<file path="src/rtl/id_ex_pipe_reg.sv">
// -----------------------------------------------------------------------------
// id_ex_pipe_reg
//
// Decode-to-execute pipeline register. Captures the register-file operands,
// register indices, extended immediate, PC values and execute/memory/writeback
// control bits on every rising CLK, with stall (hold), flush (bubble insertion),
// a valid bit and a saturating count of flush-inserted bubbles.
//
// Priority at each rising CLK: RST > FLUSH_E > STALL_E > load.
//
// Ports:
//   CLK, RST                 clock, synchronous active-high reset
//   STALL_E, FLUSH_E         hold contents / replace contents with a bubble
//   VALID_D                  decode stage holds a real instruction
//   rd1_d .. pc_plus4_d      decode-stage data and index fields
//   *_D control bits         decode-stage control fields
//   rd1_e .. pc_plus4_e      registered data and index fields
//   *_E control bits         registered control fields
//   valid_e                  execute stage holds a real instruction
//   bubble_cnt               flush-inserted bubbles, saturating at all-ones
// -----------------------------------------------------------------------------
module id_ex_pipe_reg #(
    parameter int DATA_W = 32,
    parameter int ADDR_W = 5,
    parameter int CNT_W  = 32
) (
    input  logic              CLK,
    input  logic              RST,
    input  logic              STALL_E,
    input  logic              FLUSH_E,
    input  logic              VALID_D,
    input  logic [DATA_W-1:0] rd1_d,
    input  logic [DATA_W-1:0] rd2_d,
    input  logic [ADDR_W-1:0] rs1_d,
    input  logic [ADDR_W-1:0] rs2_d,
    input  logic [ADDR_W-1:0] rd_d,
    input  logic [DATA_W-1:0] imm_ext_d,
    input  logic [DATA_W-1:0] pc_d,
    input  logic [DATA_W-1:0] pc_plus4_d,
    input  logic              REG_WRITE_D,
    input  logic [1:0]        RESULT_SRC_D,
    input  logic              MEM_WRITE_D,
    input  logic              JUMP_D,
    input  logic              BRANCH_D,
    input  logic [2:0]        ALU_CONTROL_D,
    input  logic              ALU_SRC_D,
    output logic [DATA_W-1:0] rd1_e,
    output logic [DATA_W-1:0] rd2_e,
    output logic [ADDR_W-1:0] rs1_e,
    output logic [ADDR_W-1:0] rs2_e,
    output logic [ADDR_W-1:0] rd_e,
    output logic [DATA_W-1:0] imm_ext_e,
    output logic [DATA_W-1:0] pc_e,
    output logic [DATA_W-1:0] pc_plus4_e,
    output logic              REG_WRITE_E,
    output logic [1:0]        RESULT_SRC_E,
    output logic              MEM_WRITE_E,
    output logic              JUMP_E,
    output logic              BRANCH_E,
    output logic [2:0]        ALU_CONTROL_E,
    output logic              ALU_SRC_E,
    output logic              valid_e,
    output logic [CNT_W-1:0]  bubble_cnt
);

    // NOTE: every register here is written with <= so all fields update
    // together from the values sampled at the edge; blocking = would let
    // later statements in the block see already-updated state.
    always_ff @(posedge CLK) begin
        if (RST || FLUSH_E) begin
            // Reset and flush both leave an all-zero bubble; rd_e = 0 means
            // no forwarding or hazard logic can match on it.
            rd1_e         <= '0;
            rd2_e         <= '0;
            rs1_e         <= '0;
            rs2_e         <= '0;
            rd_e          <= '0;
            imm_ext_e     <= '0;
            pc_e          <= '0;
            pc_plus4_e    <= '0;
            REG_WRITE_E   <= 1'b0;
            RESULT_SRC_E  <= 2'b00;
            MEM_WRITE_E   <= 1'b0;
            JUMP_E        <= 1'b0;
            BRANCH_E      <= 1'b0;
            ALU_CONTROL_E <= 3'b000;
            ALU_SRC_E     <= 1'b0;
            valid_e       <= 1'b0;
        end else if (!STALL_E) begin
            rd1_e         <= rd1_d;
            rd2_e         <= rd2_d;
            rs1_e         <= rs1_d;
            rs2_e         <= rs2_d;
            rd_e          <= rd_d;
            imm_ext_e     <= imm_ext_d;
            pc_e          <= pc_d;
            pc_plus4_e    <= pc_plus4_d;
            // An invalid slot must never carry side-effecting controls, so
            // all controls are gated by VALID_D while the data still loads.
            REG_WRITE_E   <= VALID_D & REG_WRITE_D;
            RESULT_SRC_E  <= VALID_D ? RESULT_SRC_D : 2'b00;
            MEM_WRITE_E   <= VALID_D & MEM_WRITE_D;
            JUMP_E        <= VALID_D & JUMP_D;
            BRANCH_E      <= VALID_D & BRANCH_D;
            ALU_CONTROL_E <= VALID_D ? ALU_CONTROL_D : 3'b000;
            ALU_SRC_E     <= VALID_D & ALU_SRC_D;
            valid_e       <= VALID_D;
        end
    end

    // Counts flushes (including flush+stall); saturates instead of wrapping.
    always_ff @(posedge CLK) begin
        if (RST) begin
            bubble_cnt <= '0;
        end else if (FLUSH_E && (bubble_cnt != '1)) begin
            bubble_cnt <= bubble_cnt + CNT_W'(1);
        end
    end

endmodule

</file>
<file path="config.mk">
export PLATFORM = sky130hd
export DESIGN_NAME = id_ex_pipe_reg
export DESIGN_NICKNAME = d
export VERILOG_FILES = /design/src/rtl/id_ex_pipe_reg.sv
export SDC_FILE = /design/constraint.sdc
export NUM_CORES = 1
export LEC_CHECK = 0
export CORE_AREA = 4 4 157 159
export CTS_CLUSTER_DIAMETER = 150
export DETAILED_ROUTE_END_ITERATION = 6
export DIE_AREA = 0 0 161 163
export PLACE_DENSITY = 0.71
export SLEW_MARGIN = 25
export SYNTH_ARGS = -nofsm -noshare
export SYNTH_HDL_FRONTEND = slang
export SYNTH_SLANG_ARGS = --single-unit
</file>
<file path="constraint.sdc">
create_clock -name CLK -period 4.1 [get_ports CLK]
set_input_delay 0.82 -clock CLK [delete_from_list [all_inputs] [get_ports CLK]]
set_output_delay 0.82 -clock CLK [all_outputs]
set_load 0.005 [all_outputs]
</file>
==> metrics.cfg <==
[setup_path]
cp.required_ns=4.54
worstSetupStartpointType=input port
worstPathMaxFanout=16
path_class=input port to flop
worstSetupEndpointType=flop
critPathArrivalTime_ns=3.14

[final_layout]
final_nets=1376
final-seq-area_um2=4360
fillCellCount=2026
stdcell_count=1523
multi_input_area_um2=3530
area_delta_synth_final_pct=63.7
final_area_um2=13300
n_antenna_cell=0
drive_above_1_share_pct=4.82

[sta]
timing.final.crit_period_ns=2.70
fin_crit_sh_pct=65.8
fin_skew_ns=0.00820
setup_tns_ns=0
max_freq_mhz=371
hold_violations=0
relSlewSlack_pct=27.4
holdWs_ns=0.491
worstMarginPinSlew_ns=1.08
slew_violations=0
rsz0062_at_grt=false
setup_viol=0

[cts]
cts_root_buffer=clkbuf_16
htreeDepth=1
cts_sinks=218
cts_tree=yes
hold_buffers=0
cts_setup_buffers=0
clkSlewWorstSetupHoldPaths_ns=0.06
cts_buffers=25
cts_resized=0
worstSkewPairLatency_ns=0.52
clk_path_buf_depth=3

[synth]
synth_edf_count=0
ys_async_sr_fraction_pct=0
syn-mean-instance-area_um2=10.2
syn-num-nets=988
synthTopCellsByArea=dfxtp_1 54%, mux2i_1 22%, nor2_1 9.5%, clkbuf_1 1.6%, xnor2_1 1.3%
synth_largest_area_cell=dfxtp_1
synth-main-ff-cell=dfxtp_1
postSynthCellCount=797
synth-seq-cells=218
ys_types=45
synth_top_area_share_pct=53.8
yosysWarnings=0
synth_seq_area_share_pct=53.8
synth_area_um2=8110

[routing]
postRouteAntennaNets=0
wl_um=26300
drtIter0Drc=372
route.detailed.drc=0
firstDrtPassIters=5
wl_per_cell_um=17.2
avgViaCountPerCell=4.67
route.vias.total=7119

[global_route]
grt_max_degree=106
antenna_found_initial=0
grt-ovfl-total=0
first_global_vias=7103
grt_usage_pct=18.8
grt_pass1_wl_um=39900

[floorplanning]
io_pins=408
die_y_um=163
rows=56
initial_core_util_pct=34.9
coreArea_um2=23300
die_w_um=161
die_area_um2=26200

[placed_design]
io_buffers=407
hpwlAfterDp_um=19000
gp_congestion=0.787
placed_area_um2=12500
placedCellCount=1477

[worst_hold_path]
hp-class=flop to flop

[power_and_ir_drop]
powerDensity_nw_per_um2=372
p_leak_nw=5.24
irDropWorstVdd_mv=0.319

[job]
cap_violations=0

[status]
status=finished, final reports clean

area by class of cell:
cell class	instances	area share, %
tap	319	3.00
clock buffer	37	5.58
multi-input combinational	523	26.5
clock inverter	9	0.575
inverter	4	0.113
sequential	218	32.9
timing repair buffer	413	31.3
cells in the final DEF, fill, tap and decap left out, types with 8 or more instances in the layout:
cell type / netlist / layout
xnor2_1: 12 / 12
a22oi_1: 10 / 10
nand4_1: 11 / 11
nand3_1: 9 / 9
o31ai_1: 8 / 8
or4_1: 10 / 10
clkbuf_16: 0 / 25
nor2_1: 206 / 206
dfxtp_1: 218 / 218
clkdlybuf4s50_1: 0 / 406
nand2_1: 14 / 13
a21oi_1: 16 / 16
mux2i_1: 175 / 175
Yosys cell counts (3+ instances only):
cell type and count:
a211oi_1 7, a21oi_1 16, a22oi_1 10, and4_1 4, buf_1 12, clkbuf_1 35
dfxtp_1 218, inv_1 4, mux2i_1 175, nand2_1 14, nand3_1 9, nand4_1 11
nor2_1 206, nor3_1 6, o31ai_1 8, o41ai_1 3, or4_1 10, xnor2_1 12
xor2_1 3
routing by layer:
layer  vias to the layer above  global-route usage, %  part of all wire (%)
met5                         -                      0                     0
met4                         0                   4.34                   2.3
met3                        36                   7.09                   9.1
met2                       275                   32.9                    49
met1                      3290                   21.9                    39
li1                       3518                      -                     -
flip-flops by register name, summed over array words and instances (netlist names):
signal / cells
BRANCH_E: 1
MEM_WRITE_E: 1
ALU_SRC_E: 1
rd2_e: 32
JUMP_E: 1
pc_e: 32
rd1_e: 32
rd_e: 5
valid_e: 1
rs2_e: 5
pc_plus4_e: 32
REG_WRITE_E: 1
ALU_CONTROL_E: 3
bubble_cnt: 32
RESULT_SRC_E: 2
imm_ext_e: 32
rs1_e: 5
path summary, 6_finish.rpt:
check	from	endpoint	slack, ns	cells after the start
worst min-delay path	pc_e[20]	pc_e[20]	0.49	2
worst max-delay path	FLUSH_E	bubble_cnt[19]	1.40	6
worst min register to register	pc_e[20]	pc_e[20]	0.49	2
worst max register to register	bubble_cnt[0]	bubble_cnt[15]	1.49	6
critical path: stages:
cell	delay, ns
clkdlybuf4s50_1	0.55
and4_1	0.23
nand3_1	0.40
a211oi_1	0.52
or3b_2	0.47
a21oi_1	0.14
power breakdown:
part	switching [mW]	internal, mW
clock	0.870	1.31
sequential	0.0335	2.18
combinational	0.195	0.352
kinds of logic after synthesis:
family | after synthesis | synth area share (%)
simple gates | 278 | 15.4
xor+xnor | 15 | 1.62
mux | 176 | 21.7
buf+inv | 56 | 2.84
fa+ha+maj | 1 | 0.154
compound gates | 53 | 4.46
flops | 218 | 53.8
per-stage QoR:
| stage | setup WS [ns] | total power, mW | utilization (%) |
|---|---|---|---|
| floorplan | 1.81 | 2.46 | - |
| global placement | 1.01 | 2.80 | 53.6 |
| detailed placement | 0.920 | 2.81 | 53.6 |
| CTS | 1.45 | 5.02 | 57.1 |
| global route | 1.25 | 5.14 | 57.1 |
| finish | 1.40 | 4.94 | 57.1 |
Power figures use the tool's default switching activity.
